## src/rtl/sram_arbiter.sv

```systemverilog
// sram_arbiter: two-master (inst/data) to one SRAM-like slave arbiter with in-order response routing.
// Define SRAM_ARB_RR_EN for round-robin tie-break instead of fixed data-over-inst priority.
module sram_arbiter #(
    parameter int MAX_OUTSTANDING = 2,
    parameter int ADDR_W          = 32
) (
    input  logic              clk,
    input  logic              resetn,
    input  logic              inst_req,
    input  logic              inst_wr,
    input  logic [1:0]        inst_size,
    input  logic [3:0]        inst_wstrb,
    input  logic [ADDR_W-1:0] inst_addr,
    input  logic [31:0]       inst_wdata,
    output logic              inst_addr_ok,
    output logic              inst_data_ok,
    output logic [31:0]       inst_rdata,
    input  logic              data_req,
    input  logic              data_wr,
    input  logic [1:0]        data_size,
    input  logic [3:0]        data_wstrb,
    input  logic [ADDR_W-1:0] data_addr,
    input  logic [31:0]       data_wdata,
    output logic              data_addr_ok,
    output logic              data_data_ok,
    output logic [31:0]       data_rdata,
    output logic              s_req,
    output logic              s_wr,
    output logic [1:0]        s_size,
    output logic [3:0]        s_wstrb,
    output logic [ADDR_W-1:0] s_addr,
    output logic [31:0]       s_wdata,
    input  logic              s_addr_ok,
    input  logic              s_data_ok,
    input  logic [31:0]       s_rdata,
    output logic              arb_err
);
    localparam int PW = MAX_OUTSTANDING > 1 ? $clog2(MAX_OUTSTANDING) : 1;
    localparam int CW = $clog2(MAX_OUTSTANDING) + 1;

    typedef enum logic [1:0] {IDLE, GNT_INST, GNT_DATA} state_t;

    state_t                     state_q, state_d;
    logic [MAX_OUTSTANDING-1:0] ids_q;
    logic [PW-1:0]              wr_q, rd_q;
    logic [CW-1:0]              cnt_q;
    logic                       err_q;
    logic                       pop, full, push, pick_data, pick_inst, gi, gd, g_req, head;

    assign head = ids_q[rd_q];
    assign pop  = s_data_ok && cnt_q != '0;
    // a same-cycle pop frees the slot, so a push is still accepted when full
    assign full = cnt_q == CW'(MAX_OUTSTANDING) && !pop;

`ifdef SRAM_ARB_RR_EN
    logic last_q;
    assign pick_data = data_req && (!inst_req || !last_q);
`else
    assign pick_data = data_req;
`endif
    assign pick_inst = inst_req && !pick_data;

    assign gi    = resetn && (state_q == GNT_INST || (state_q == IDLE && !full && pick_inst));
    assign gd    = resetn && (state_q == GNT_DATA || (state_q == IDLE && !full && pick_data));
    assign g_req = (gi && inst_req) || (gd && data_req);
    assign s_req = g_req && !full;
    assign push  = s_req && s_addr_ok;

    assign inst_addr_ok = push && gi;
    assign data_addr_ok = push && gd;
    assign inst_data_ok = pop && !head;
    assign data_data_ok = pop && head;
    assign inst_rdata   = s_rdata;
    assign data_rdata   = s_rdata;
    assign arb_err      = err_q;

    assign s_wr    = (gi && inst_wr) || (gd && data_wr);
    assign s_size  = ({2{gi}} & inst_size) | ({2{gd}} & data_size);
    assign s_wstrb = ({4{gi}} & inst_wstrb) | ({4{gd}} & data_wstrb);
    assign s_addr  = ({ADDR_W{gi}} & inst_addr) | ({ADDR_W{gd}} & data_addr);
    assign s_wdata = ({32{gi}} & inst_wdata) | ({32{gd}} & data_wdata);

    // hold the grant until the granted master's request is accepted or withdrawn
    assign state_d = (g_req && !push) ? (gd ? GNT_DATA : GNT_INST) : IDLE;

    always_ff @(posedge clk or negedge resetn) begin
        if (!resetn) begin
            state_q <= IDLE;
            ids_q   <= '0;
            wr_q    <= '0;
            rd_q    <= '0;
            cnt_q   <= '0;
            err_q   <= 1'b0;
`ifdef SRAM_ARB_RR_EN
            last_q  <= 1'b0;
`endif
        end else begin
            state_q <= state_d;
            cnt_q   <= cnt_q + CW'(push) - CW'(pop);
            if (push) begin
                ids_q[wr_q] <= gd;
                wr_q        <= wr_q == PW'(MAX_OUTSTANDING - 1) ? '0 : wr_q + 1'b1;
`ifdef SRAM_ARB_RR_EN
                last_q      <= gd;
`endif
            end
            if (pop)
                rd_q <= rd_q == PW'(MAX_OUTSTANDING - 1) ? '0 : rd_q + 1'b1;
            if (s_data_ok && cnt_q == '0)
                err_q <= 1'b1;
        end
    end
endmodule

```

## config.mk

```make
export PLATFORM = sky130hd
export DESIGN_NAME = sram_arbiter
export DESIGN_NICKNAME = d
export VERILOG_FILES = /design/src/rtl/sram_arbiter.sv
export SDC_FILE = /design/constraint.sdc
export NUM_CORES = 1
export LEC_CHECK = 0
export ABC_AREA = 0
export BUFFER_PORTS_ARGS = -buffer_cell sky130_fd_sc_hd__buf_2
export CAP_MARGIN = 20
export CORE_AREA = 4 4 121 123
export DETAILED_ROUTE_END_ITERATION = 8
export DIE_AREA = 0 0 125 127
export PLACE_DENSITY_LB_ADDON = 0.08
export SLEW_MARGIN = 20
export SYNTH_ARGS = -nofsm -noshare
export SYNTH_HDL_FRONTEND = slang
export SYNTH_SLANG_ARGS = --single-unit
export TNS_END_PERCENT = 5
```

## constraint.sdc

```tcl
create_clock -name clk -period 5 [get_ports clk]
set_input_delay 0.25 -clock clk [delete_from_list [all_inputs] [get_ports clk]]
set_output_delay 0.25 -clock clk [all_outputs]
set_load 0.01 [all_outputs]
```

==> summary.txt <==
Status
  • Status: finished, final reports clean

Synth
  • Part of the Yosys area used for sequential elements: 0.126
  • Top cells by count, synth: a22o_1, buf_4, dfrtp_1
  • Mapped Nets: 386
  • Area contributors post-synth: a22o_1, buf_4, dfrtp_1
  • Cells after Synth: 205
  • Warnings, synthesis: 0
  • Top_reg_cell synth: dfrtp_1
  • Top cell type's share of synthesized area: 0.348
  • Avg Inst Size Synth: 8.72 um^2
  • Post-synth ARST share: 1.00
  • Synth area leader: a22o_1
  • Post-synth cell types: 31
  • Count leader, synth: a22o_1
  • Number of synthesized flops with an enable pin: 0
  • Post-synthesis register bit count: 9
  • Cell Area, Synth: 1790 um^2

Worst setup path
  • Largest fanout on the critical path: 41
  • CP endpoint kind: output pin
  • CP Class: reg2out
  • Worst Path Arrival: 2250 ps
  • R2r setup slk: 3000 ps
  • Critical Path RT: 4750 ps
  • Type of origin of the critical path: flop

Routing
  • Detail Route Antenna Nets: 0
  • # DRC: 0
  • Via density per instance: 3.93
  • Final wirelength: 8420 um
  • 1st-pass router iterations: 4
  • Routed len/inst: 15.7 um
  • Total number of vias: 2107
  • Drt first-iter violations: 30

Placed design
  • RePlAce Congestion: 0.719
  • Pre-CTS setup slack: 2730 ps
  • Post-DP HPWL: 6920 um
  • Port Buffers: 224

Floorplan
  • Die area: 15900 um^2
  • Chip height: 127 um
  • Io pins: 321
  • Starting density of the core: 0.131
  • Chip Width: 125 um
  • Core ar.: 13700 um^2
  • # rows: 43

Finish
  • ANT cells: 0
  • Area growth syn-to-layout: 47.8%
  • Fillers: 1571
  • Reg area: 225 um^2
  • Share of post-route cells with drive strength above 1: 0.669
  • Util after Layout: 0.193
  • Multi-input gate area: 937 um^2
  • Fin nets: 538

Power
  • Leak: 1.54 nW
  • Final total power: 0.000645 W
  • Power Density: 244 nW/um^2
  • Peak VDD IR: 161 uV

Global route
  • GRT met1 Usage: 0.0940
  • First-pass GRT wire length: 12100 um
  • Initial antenna violation count: 0
  • Vias in the first global route: 2160
  • Grt total ovfl: 0
  • Top Usage Layer GRT: met2
  • Largest net degree at the start of global routing: 44
  • Met2 Usage GRT: 0.179
  • Global Route met3 Usage: 0.0326
  • Total GRT Usage: 0.0930

STA
  • Slew Limit Fails: 0
  • Fmax achieved: 0.400 GHz
  • Final period util: 0.501
  • Setup TNS: 0 ps
  • Slew HR: 0.649
  • Worst setup margin: 2500 ps
  • Final hold violation count: 0
  • # setup viols final: 0
  • RSZ-0062 raised after global routing: false
  • Worst clock skew: 2.05 ps
  • Worst-margin pin slew: 526 ps
  • Final Critical Period: 2500 ps

Clock tree
  • Clock Tree Buf Depth: 2
  • CTS tree: yes
  • Number of H-tree levels: 1
  • Hold Buf Count CTS: 1
  • Clock latency on the worst-skew pair: 230 ps
  • Clock transition at path regs: 40 ps
  • Post-CTS setup buffers: 0
  • Cts repair resizes: 0
  • # clock sinks: 9
  • Num CTS Buffers: 3
  • CTS Root Cell: clkbuf_16

Worst hold path
  • Worst hold path class: in2reg

Flow run
  • Max_cap viols: 0
## power breakdown
group / switching [W] / internal, W
registers: 0.0000267 / 0.0000991
clock network: 0.0000349 / 0.000107
logic: 0.000188 / 0.000190
## flip-flops by register name (all words and copies together) (netlist names)
register,flops
arb_err,1
cnt_q,2
ids_q,2
rd_q,1
state_q,2
wr_q,1
## cells in the final DEF (no fill, tap or decap), types with 2 or more instances in the layout
| master | n |
|---|---|
| buf_2 | 224 |
| a22o_1 | 71 |
| dfrtp_1 | 9 |
| nor2_1 | 5 |
| inv_1 | 4 |
| buf_4 | 4 |
| xnor2_1 | 3 |
| a21oi_1 | 3 |
| o2111ai_1 | 3 |
| clkbuf_16 | 3 |
| nor3b_2 | 2 |
| nor2b_1 | 2 |
| o211a_1 | 2 |
| mux2i_1 | 2 |
| mux2_2 | 2 |
## cell families (layout without fill, tap and decap cells)
kind of cell    count (synthesis)  count (layout)  share of synthesized area
compound gates                 85              85                      0.414
xor+xnor                        4               4                     0.0196
fa+ha+maj                       1               1                    0.00700
buf+inv                        86             237                      0.355
flops                           9               9                      0.126
mux                             4               4                     0.0238
simple gates                   16              16                     0.0539
## per-stage QoR
step / area [um^2] / std cells / hold WS, ps
4_1_cts: 2640 / 536 / 247
3_3_place_gp: 2550 / 531 / 184
6_report: 2640 / 536 / 259
2_1_floorplan: 1790 / 205 / -45.6
3_5_place_dp: 2550 / 531 / 179
5_1_grt: 2640 / 536 / 284
## per-layer routing
metal,wire length (um),share of wire
met1,2940,0.35
met2,4490,0.53
met3,831,0.099
met4,168,0.020
met5,0,0
## worst max-delay path, cell delays in order, from the launching register on
cell and delay [ps]:
dfrtp_1 440, or3b_1 530, a31oi_4 250, nor3b_2 70, buf_4 270, a22o_1 310, buf_2 150
## area by class of cell
cell class,count,area share
Timing Repair Buffer,229,0.439
Multi-Input combinational cell,110,0.355
Sequential cell,9,0.0852
Tap cell,180,0.0852
Clock buffer,4,0.0298
Inverter,4,0.00568
## final timing paths
path	start	endpoint	cells past startpoint
min	s_addr_ok	state_q[1]$_DFF_PN0_	2
min in group asynchronous	resetn	cnt_q[0]$_DFF_PN0_	2
max	cnt_q[1]$_DFF_PN0_	s_addr[11]	6
min reg2reg	arb_err$_DFFE_PN0P_	arb_err$_DFFE_PN0P_	1
max reg2reg	cnt_q[1]$_DFF_PN0_	ids_q[0]$_DFFE_PN0P_	5
max in group asynchronous	resetn	wr_q$_DFFE_PN0P_	2
No activity file was read; power rests on OpenSTA's default activity.
